### src/rtl/fetch_seq_ctrl_if.sv
// Instruction-memory request/ack port between the fetch sequencer and the IMEM.
// master = fetch sequencer side, slave = memory side.
interface fetch_seq_ctrl_if #(
  parameter int ADDR_W = 32
);
  logic              imem_req;
  logic [ADDR_W-1:0] imem_addr;
  logic              imem_ack;
  logic [31:0]       imem_rdata;

  modport master (
    output imem_req,
    output imem_addr,
    input  imem_ack,
    input  imem_rdata
  );

  modport slave (
    input  imem_req,
    input  imem_addr,
    output imem_ack,
    output imem_rdata
  );
endinterface

### src/rtl/fetch_seq_ctrl.sv
// Fetch sequencer: one outstanding IMEM request, stall buffering, stale-response discard.
// Optional build macro FETCH_TIMEOUT_EN adds a WAIT watchdog driving the sticky err_o.
module fetch_seq_ctrl #(
  parameter int ADDR_W      = 32,
  parameter int TIMEOUT_CYC = 15,
  parameter int CNT_W       = 16
) (
  input  logic               clk_i,
  input  logic               rst_i,
  input  logic [ADDR_W-1:0]  pc_i,
  input  logic               redirect_i,
  input  logic               stall_ext_i,
  fetch_seq_ctrl_if.master   imem,
  output logic [31:0]        instr_o,
  output logic               pc_ena_h_o,
  output logic               fd_clr_h_o,
  output logic [CNT_W-1:0]   stall_cnt_o,
  output logic               err_o
);

  typedef enum logic [1:0] {
    IDLE = 2'b00,
    WAIT = 2'b01,
    KILL = 2'b10,
    HOLD = 2'b11
  } state_t;

  localparam logic [31:0] NOP_INSTR = 32'h0000_0013;

  state_t           state_q, state_d;
  logic [31:0]      buf_q, buf_d;
  logic [CNT_W-1:0] stall_cnt_q, stall_cnt_d;
  logic             req;
  logic             buf_ld;
  logic             timeout;

`ifdef FETCH_TIMEOUT_EN
  localparam int          TO_W    = $clog2(TIMEOUT_CYC + 1);
  localparam logic [TO_W-1:0] TO_LAST = TO_W'(TIMEOUT_CYC - 1);

  logic [TO_W-1:0] wait_cnt_q, wait_cnt_d;
  logic            err_q, err_d;
`endif

  // Next-state and combinational outputs; priority redirect > stall > ack.
  always_comb begin
    state_d    = state_q;
    req        = 1'b0;
    pc_ena_h_o = 1'b1;
    fd_clr_h_o = 1'b0;
    instr_o    = 32'h0;
    buf_ld     = 1'b0;
    timeout    = 1'b0;

    case (state_q)
      IDLE: begin
        state_d = WAIT;
      end

      WAIT: begin
        req = 1'b1;
        if (redirect_i) begin
          pc_ena_h_o = 1'b0;
          fd_clr_h_o = 1'b1;
          if (!imem.imem_ack) begin
            state_d = KILL;
          end
        end else if (imem.imem_ack) begin
          if (stall_ext_i) begin
            buf_ld  = 1'b1;
            state_d = HOLD;
          end else begin
            instr_o    = imem.imem_rdata;
            pc_ena_h_o = 1'b0;
          end
`ifdef FETCH_TIMEOUT_EN
        end else if (wait_cnt_q == TO_LAST) begin
          // Give up on the memory: feed decode a NOP and reap the late ack in KILL.
          timeout    = 1'b1;
          instr_o    = NOP_INSTR;
          pc_ena_h_o = 1'b0;
          state_d    = KILL;
`endif
        end
      end

      KILL: begin
        if (redirect_i) begin
          pc_ena_h_o = 1'b0;
          fd_clr_h_o = 1'b1;
        end
        if (imem.imem_ack) begin
          state_d = WAIT;
        end
      end

      HOLD: begin
        instr_o = buf_q;
        if (redirect_i) begin
          pc_ena_h_o = 1'b0;
          fd_clr_h_o = 1'b1;
          state_d    = WAIT;
        end else if (!stall_ext_i) begin
          pc_ena_h_o = 1'b0;
          state_d    = WAIT;
        end
      end

      default: begin
        state_d = IDLE;
      end
    endcase
  end

  assign imem.imem_req  = req;
  assign imem.imem_addr = pc_i;

  always_comb begin
    buf_d = buf_q;
    if (buf_ld) begin
      buf_d = imem.imem_rdata;
    end
  end

  always_comb begin
    stall_cnt_d = stall_cnt_q;
    if (pc_ena_h_o && (state_q != IDLE) && (stall_cnt_q != {CNT_W{1'b1}})) begin
      stall_cnt_d = stall_cnt_q + CNT_W'(1);
    end
  end

  always_ff @(posedge clk_i or negedge rst_i) begin
    if (!rst_i) begin
      state_q     <= IDLE;
      buf_q       <= 32'h0;
      stall_cnt_q <= '0;
    end else begin
      state_q     <= state_d;
      buf_q       <= buf_d;
      stall_cnt_q <= stall_cnt_d;
    end
  end

  assign stall_cnt_o = stall_cnt_q;

`ifdef FETCH_TIMEOUT_EN
  // Counts consecutive ack-less WAIT cycles; anything outside WAIT restarts it.
  always_comb begin
    wait_cnt_d = wait_cnt_q + TO_W'(1);
    if ((state_q != WAIT) || imem.imem_ack || redirect_i || timeout) begin
      wait_cnt_d = '0;
    end
    err_d = err_q | timeout;
  end

  always_ff @(posedge clk_i or negedge rst_i) begin
    if (!rst_i) begin
      wait_cnt_q <= '0;
      err_q      <= 1'b0;
    end else begin
      wait_cnt_q <= wait_cnt_d;
      err_q      <= err_d;
    end
  end

  assign err_o = err_q;
`else
  // TIMEOUT_CYC is inert here; the comparison is constant false.
  assign err_o = (TIMEOUT_CYC < 0);
`endif

endmodule
### src/flat_wrapper.sv
// flat-port wrapper written by rule: the top's interface ports become plain ports
module fetch_seq_ctrl_flat 
#(
  parameter int ADDR_W      = 32,
  parameter int TIMEOUT_CYC = 15,
  parameter int CNT_W       = 16
)
  (clk_i, rst_i, pc_i, redirect_i, stall_ext_i, instr_o, pc_ena_h_o, fd_clr_h_o, stall_cnt_o, err_o, imem_imem_req, imem_imem_addr, imem_imem_ack, imem_imem_rdata);
  fetch_seq_ctrl_if #(.ADDR_W(ADDR_W)) imem_i ();
  input  logic clk_i;
  input  logic rst_i;
  input  logic [ADDR_W-1:0] pc_i;
  input  logic redirect_i;
  input  logic stall_ext_i;
  output logic [31:0] instr_o;
  output logic pc_ena_h_o;
  output logic fd_clr_h_o;
  output logic [CNT_W-1:0] stall_cnt_o;
  output logic err_o;
  output wire logic [$bits(imem_i.imem_req)-1:0] imem_imem_req;
  output wire logic [$bits(imem_i.imem_addr)-1:0] imem_imem_addr;
  input wire logic [$bits(imem_i.imem_ack)-1:0] imem_imem_ack;
  input wire logic [$bits(imem_i.imem_rdata)-1:0] imem_imem_rdata;
  assign imem_imem_req = imem_i.imem_req;
  assign imem_imem_addr = imem_i.imem_addr;
  assign imem_i.imem_ack = imem_imem_ack;
  assign imem_i.imem_rdata = imem_imem_rdata;
  fetch_seq_ctrl #(.ADDR_W(ADDR_W), .TIMEOUT_CYC(TIMEOUT_CYC), .CNT_W(CNT_W)) u_core (.clk_i(clk_i), .rst_i(rst_i), .pc_i(pc_i), .redirect_i(redirect_i), .stall_ext_i(stall_ext_i), .imem(imem_i), .instr_o(instr_o), .pc_ena_h_o(pc_ena_h_o), .fd_clr_h_o(fd_clr_h_o), .stall_cnt_o(stall_cnt_o), .err_o(err_o));
endmodule
### config.mk
export PLATFORM = sky130hd
export DESIGN_NAME = fetch_seq_ctrl_flat
export DESIGN_NICKNAME = d
export VERILOG_FILES = /design/src/rtl/fetch_seq_ctrl_if.sv /design/src/rtl/fetch_seq_ctrl.sv /design/src/flat_wrapper.sv
export SDC_FILE = /design/constraint.sdc
export NUM_CORES = 1
export LEC_CHECK = 0
export CELL_PAD_IN_SITES_DETAIL_PLACEMENT = 0
export CELL_PAD_IN_SITES_GLOBAL_PLACEMENT = 1
export CORE_MARGIN = 8
export CORE_UTILIZATION = 31
export CTS_CLUSTER_DIAMETER = 30
export DETAILED_ROUTE_END_ITERATION = 12
export GPL_TIMING_DRIVEN = 0
export PLACE_DENSITY_LB_ADDON = 0.08
export SKIP_LAST_GASP = 1
export SLEW_MARGIN = 20
export SYNTH_ARGS = -nofsm -noshare
export SYNTH_HDL_FRONTEND = slang
export SYNTH_SLANG_ARGS = --single-unit
### constraint.sdc
create_clock -name clk_i -period 2.75 [get_ports clk_i]
set_clock_uncertainty 0.05 [all_clocks]
set_input_delay 0.275 -clock clk_i [delete_from_list [all_inputs] [get_ports clk_i]]
set_output_delay 0.275 -clock clk_i [all_outputs]
set_load 0.02 [all_outputs]
======== Word level (Yosys, flattened, before mapping) ========
Index checks and enable logic that the tools add are counted.
word-level totals
  register bits after elaboration ......... 50
  logic and storage cells ................. 43
operators by class
  add/subtract/negate cells ............... 1
  eq/ne operators ......................... 9
  multiplexer cells ....................... 24
  reduce and logical (&&, ||, !) cells .... 6
operators with widths
  operator                                                         number
  32-bit 2-to-1 mux                                                3
  32-bit one-hot mux with 2 select lines                           1
  16-bit by 1-bit adder with 16-bit output, second input constant  1
  16-bit inequality test, second input constant                    1
  2-bit 2-to-1 mux                                                 7
  3-bit inequality test, second input constant                     4
  1-bit 2-to-1 mux                                                 11
  2-bit one-hot mux with 4 select lines                            1
  5-bit AND reduction                                              1
  2-bit == test, second input constant                             2
  1-bit one-hot mux with 3 select lines                            1
  3-bit OR reduction                                               1
  2-bit by 1-bit == test with 1-bit output, second input constant  1
  1-bit logical AND                                                2
  2-bit logical NOT                                                1
  2-bit inequality test, second input constant                     1
  2-bit nonzero test                                               1

======== Logic depth before layout (Yosys ltp) ========
  depth after elaboration ................. 6
  gate-level depth with buffers ........... 7
  gate-level depth less buffers ........... 5

======== Worst setup path before layout ========
No wires, ideal clock.
  path kind ............................... register to output
  start ................................... reg u_core.state_q[0]
  end ..................................... out instr_o[0]
  arrival ................................. 1.769 ns
  setup slack ............................. 0.656 ns
  cell stages (with the launch flop) ...... 7
  path buffers ............................ 2
  cell sequence ........................... dfrtp_1 > nor2b_1 > and3b_1 > clkbuf_1 > buf_2 > a22oi_1 > nor2b_1
on the way
  longest elaborated chain between the ends .. 2
  elaborated cells between the ends (all ways) .. 3
ends and longest elaborated chain
  what                                                                       line                   text
  start, declared                                                            fetch_seq_ctrl.sv:30   state_t state_q, state_d;
  start signal, assigned                                                     fetch_seq_ctrl.sv:138  state_q <= state_d;
  2-bit == test or 2-bit by 1-bit == test with 1-bit output (tied branches)  fetch_seq_ctrl.sv:55   case (state_q)
  32-bit one-hot mux with 2 select lines (*)                                 fetch_seq_ctrl.sv:55
  end, declared                                                              flat_wrapper.sv:15     output logic [31:0] instr_o;
Mark *: on every way between the ends. The rest lies on a longest branch, timed or not.

======== Final worst setup path ========
  start ................................... in imem_imem_ack
  end ..................................... out instr_o[11]
on the way
  longest elaborated chain between the ends .. 3
ends and longest elaborated chain
  what                                    line                  text
  start, declared                         flat_wrapper.sv:22    input wire logic [$bits(imem_i.imem_ack)-1:0] imem_imem_ack;
  32-bit 2-to-1 mux                       fetch_seq_ctrl.sv:68  end else if (imem.imem_ack) begin
  32-bit 2-to-1 mux                       fetch_seq_ctrl.sv:62  if (redirect_i) begin
  32-bit one-hot mux with 2 select lines  fetch_seq_ctrl.sv:55
No other way between the ends.

==> flow_metrics.env <==
export IMPL_synthTopCellsByArea="dfrtp_1 45%, mux2_2 13%, buf_4 9.0%, a22o_1 8.9%, xor2_1 3.8%"
export IMPL_rr_worst_depth=5
export IMPL_synth_area_sq_um=2760
export IMPL_grt_pass1_wl_um=12100
export IMPL_place_ws_ns=-0.316
export IMPL_die_area_sq_um=12200
export IMPL_synth_cell_types=37
export IMPL_io_pins=153
export IMPL_required_ns=2.42
export IMPL_setup_viol=0
export IMPL_path_cells="clkdlybuf4s50_1 > nor2b_2 > and3b_2 > clkbuf_4 > a22o_1 > clkdlybuf4s50_1"
export IMPL_globalRouteMet2Util_pct=20.7
export IMPL_grt_pass1_vias=2332
export IMPL_synth_top_area_share_pct=45.4
export IMPL_cts_htree_levels=2
export IMPL_power_total_mw=2.80
export IMPL_r2r_slack_ns=0.86
export IMPL_drt_first_iter_violations=57
export IMPL_track_usage_pct=12.6
export IMPL_cp_num_cells=6
export IMPL_first_pass_iters=4
export IMPL_grt_max_degree=51
export IMPL_ant_nets=0
export IMPL_cts_sinks=50
export IMPL_path_clk_slew_ns=0.09
export IMPL_crit_path_frequent_cell="clkdlybuf4s50_1"
export IMPL_cp_num_buf_inv=3
export IMPL_hold_viol=0
export IMPL_drt_total_wl_um=7820
export IMPL_post_dp_hpwl_um=5960
export IMPL_vias_per_cell=4.75
export IMPL_start_util_pct=31.7
export IMPL_status="finished, final reports clean"
export IMPL_portBuffers=118
export IMPL_whs_path_depth=3
export IMPL_synth_top_area_cell="dfrtp_1"
export IMPL_numCtsBuffers=5
export IMPL_gp_congestion=0.772
export IMPL_grt_overflow=0
export IMPL_synth_flop_cell="dfrtp_1"
export IMPL_multiInputGateArea_sq_um=1200
export IMPL_grt_busiest_layer="met2"
export IMPL_ff_latch_area_sq_um=1250
export IMPL_syn_num_nets=315
export IMPL_setup_ws_ns=0.108
export IMPL_antenna_cells=0
export IMPL_rsz0062_at_grt="no"
export IMPL_tritoncts="done"
export IMPL_fmax_mhz=379
export IMPL_die_y_um=110
export IMPL_slew_headroom_pct=55.6
export IMPL_clock_root_buffer="clkbuf_8"
export IMPL_startpoint_type="primary input"
export IMPL_synthArstFlopShare_pct=100
export IMPL_seq_area_frac_synth_pct=45.4
export IMPL_clk_latency_ns=0.30
export IMPL_crit_family="buffers and inverters"
export IMPL_hold_class="in -> reg"
export IMPL_cp_end_kind="output pin"
export IMPL_cp_arrival_ns=2.32
export IMPL_syn_avg_cell_area_sq_um=11.2
export IMPL_tightest_slew_ns=0.667
export IMPL_post_cts_buffers=0
export IMPL_drc=0
export IMPL_critPathKind="in -> out"
export IMPL_fill_cells=829
export IMPL_die_w_um=110
export IMPL_post_route_util_pct=48.6
export IMPL_maxCapViolCount=0
export IMPL_rows=34
export IMPL_slew_violations=0
export IMPL_grtUsageMet3_pct=4.30
export IMPL_ys_ff_latch=50
export IMPL_hold_slack_ns=0.397
export IMPL_wl_per_cell_um=16.4
export IMPL_synth_edff_count=0
export IMPL_grt_util_met1_pct=15.4
export IMPL_core_sq_um=8680
export IMPL_yosysWarnings=0
export IMPL_fin_crit_sh_pct=96.1
export IMPL_critPathMaxFanout=10
export IMPL_p_per_area_nw_per_um2=665
export IMPL_ctsLongestPathBuffers=2
export IMPL_drive_gt1_share_pct=25.1
export IMPL_period_needed_ns=2.64
export IMPL_leakage_nw=1.85
export IMPL_crit_slowest_cell="clkdlybuf4s50_1"
export IMPL_vdd_drop_max_mv=0.480
export IMPL_syn_inst=245
export IMPL_antenna_found_initial=0
export IMPL_synthToLayoutAreaGrowth_pct=53.0
export IMPL_dr_total_vias=2270
export IMPL_critPathMaxStageDelay_ns=0.61
export IMPL_num_nets_final=439
-- path summary, 6_finish.rpt --
path,start,end
max,imem_imem_ack,instr_o[11]
min,redirect_i,u_core.state_q[0]$_DFFE_PN0P_
max reg2reg,u_core.state_q[1]$_DFFE_PN0P_,u_core.stall_cnt_o[1]$_DFFE_PN0P_
min reg2reg,u_core.buf_q[9]$_DFFE_PN0P_,u_core.buf_q[9]$_DFFE_PN0P_
max in group asynchronous,rst_i,u_core.state_q[1]$_DFFE_PN0P_
min in group asynchronous,rst_i,u_core.buf_q[17]$_DFFE_PN0P_
-- state kept, by name (all words and copies together) (netlist names) --
register            cells
u_core.state_q          2
u_core.buf_q           32
u_core.stall_cnt_o     16
-- power breakdown --
group / switching [mW] / internal, mW / leakage (nW) / total (mW)
clock: 0.244 / 0.268 / 0.0579 / 0.512
combinational: 0.524 / 0.637 / 1.19 / 1.16
sequential: 0.171 / 0.960 / 0.600 / 1.13
-- placed cells by master (no fill, tap or decap), types with 5 or more instances in the layout --
cell / Yosys / final
a22o_1: 28 / 28
a22oi_1: 5 / 5
buf_2: 6 / 7
buf_4: 33 / 35
clkbuf_8: 0 / 5
clkdlybuf4s50_1: 0 / 112
dfrtp_1: 50 / 50
dlymetal6s2s_1: 0 / 5
mux2_2: 33 / 33
nand2_1: 5 / 5
nand3_1: 9 / 9
nand4_1: 5 / 5
nor2_1: 5 / 5
nor2b_1: 9 / 7
nor3_1: 6 / 6
xor2_1: 12 / 12
-- Yosys cell counts (all sizes together), types with 5 or more instances --
cell type  instances
mux2              33
buf               40
dfrtp             50
a22o              28
a22oi              5
nand2              5
nand4              5
nor3               6
nor2b              9
xor2              12
nand3              9
nor2               5
clkbuf             7
-- final cells by class --
cell class,instances,area share (%)
Sequential cell,50,29.7
Multi-Input combinational cell,147,28.5
Timing Repair Buffer,119,28.5
Buffer,45,7.42
Tap cell,108,3.21
Clock buffer,5,1.63
Clock inverter,3,0.950
Inverter,1,0.0891
-- repair_timing --
action | 4_1_cts | 5_1_grt
hold buffers | 1 | 0
resized for setup | 9 | 9
hold endpoints to repair | 50 | 0
endpoints found under the setup margin | 30 | 27
-- per-layer routing --
metal / vias to the layer above / share of wire [%]
met1: 1090 / 42
met5: - / 0
met4: 0 / 0.93
li1: 1094 / -
met2: 78 / 48
met3: 8 / 8.3
-- cell families (layout without fill, tap and decap cells) --
kind of cell	after synthesis	after routing	share of synthesized area (%)
XOR/XNOR	15	15	4.77
flip-flops	50	50	45.4
AO/OA/AOI/OAI	41	41	12.4
other	1	1	0.136
AND/OR/NAND/NOR	56	56	12.1
adder cells (fa/ha/maj)	1	1	0.454
multiplexers	33	33	13.5
buffers and inverters	48	173	11.3
-- worst min-delay path, stage by stage --
cell	delay (ns)
clkbuf_1	0.18
a21oi_1	0.15
or2_2	0.11
-- through the flow --
step                      TNS (ns)  std cells  instance area (sq um)
after floorplan                  0        245                   2760
after global placement      -19.73        471                   4070
after detailed placement     -7.11        471                   4070
after CTS                        0        478                   4200
after global routing             0        478                   4210
final                            0        478                   4210
No activity file was read; power rests on OpenSTA's default activity.
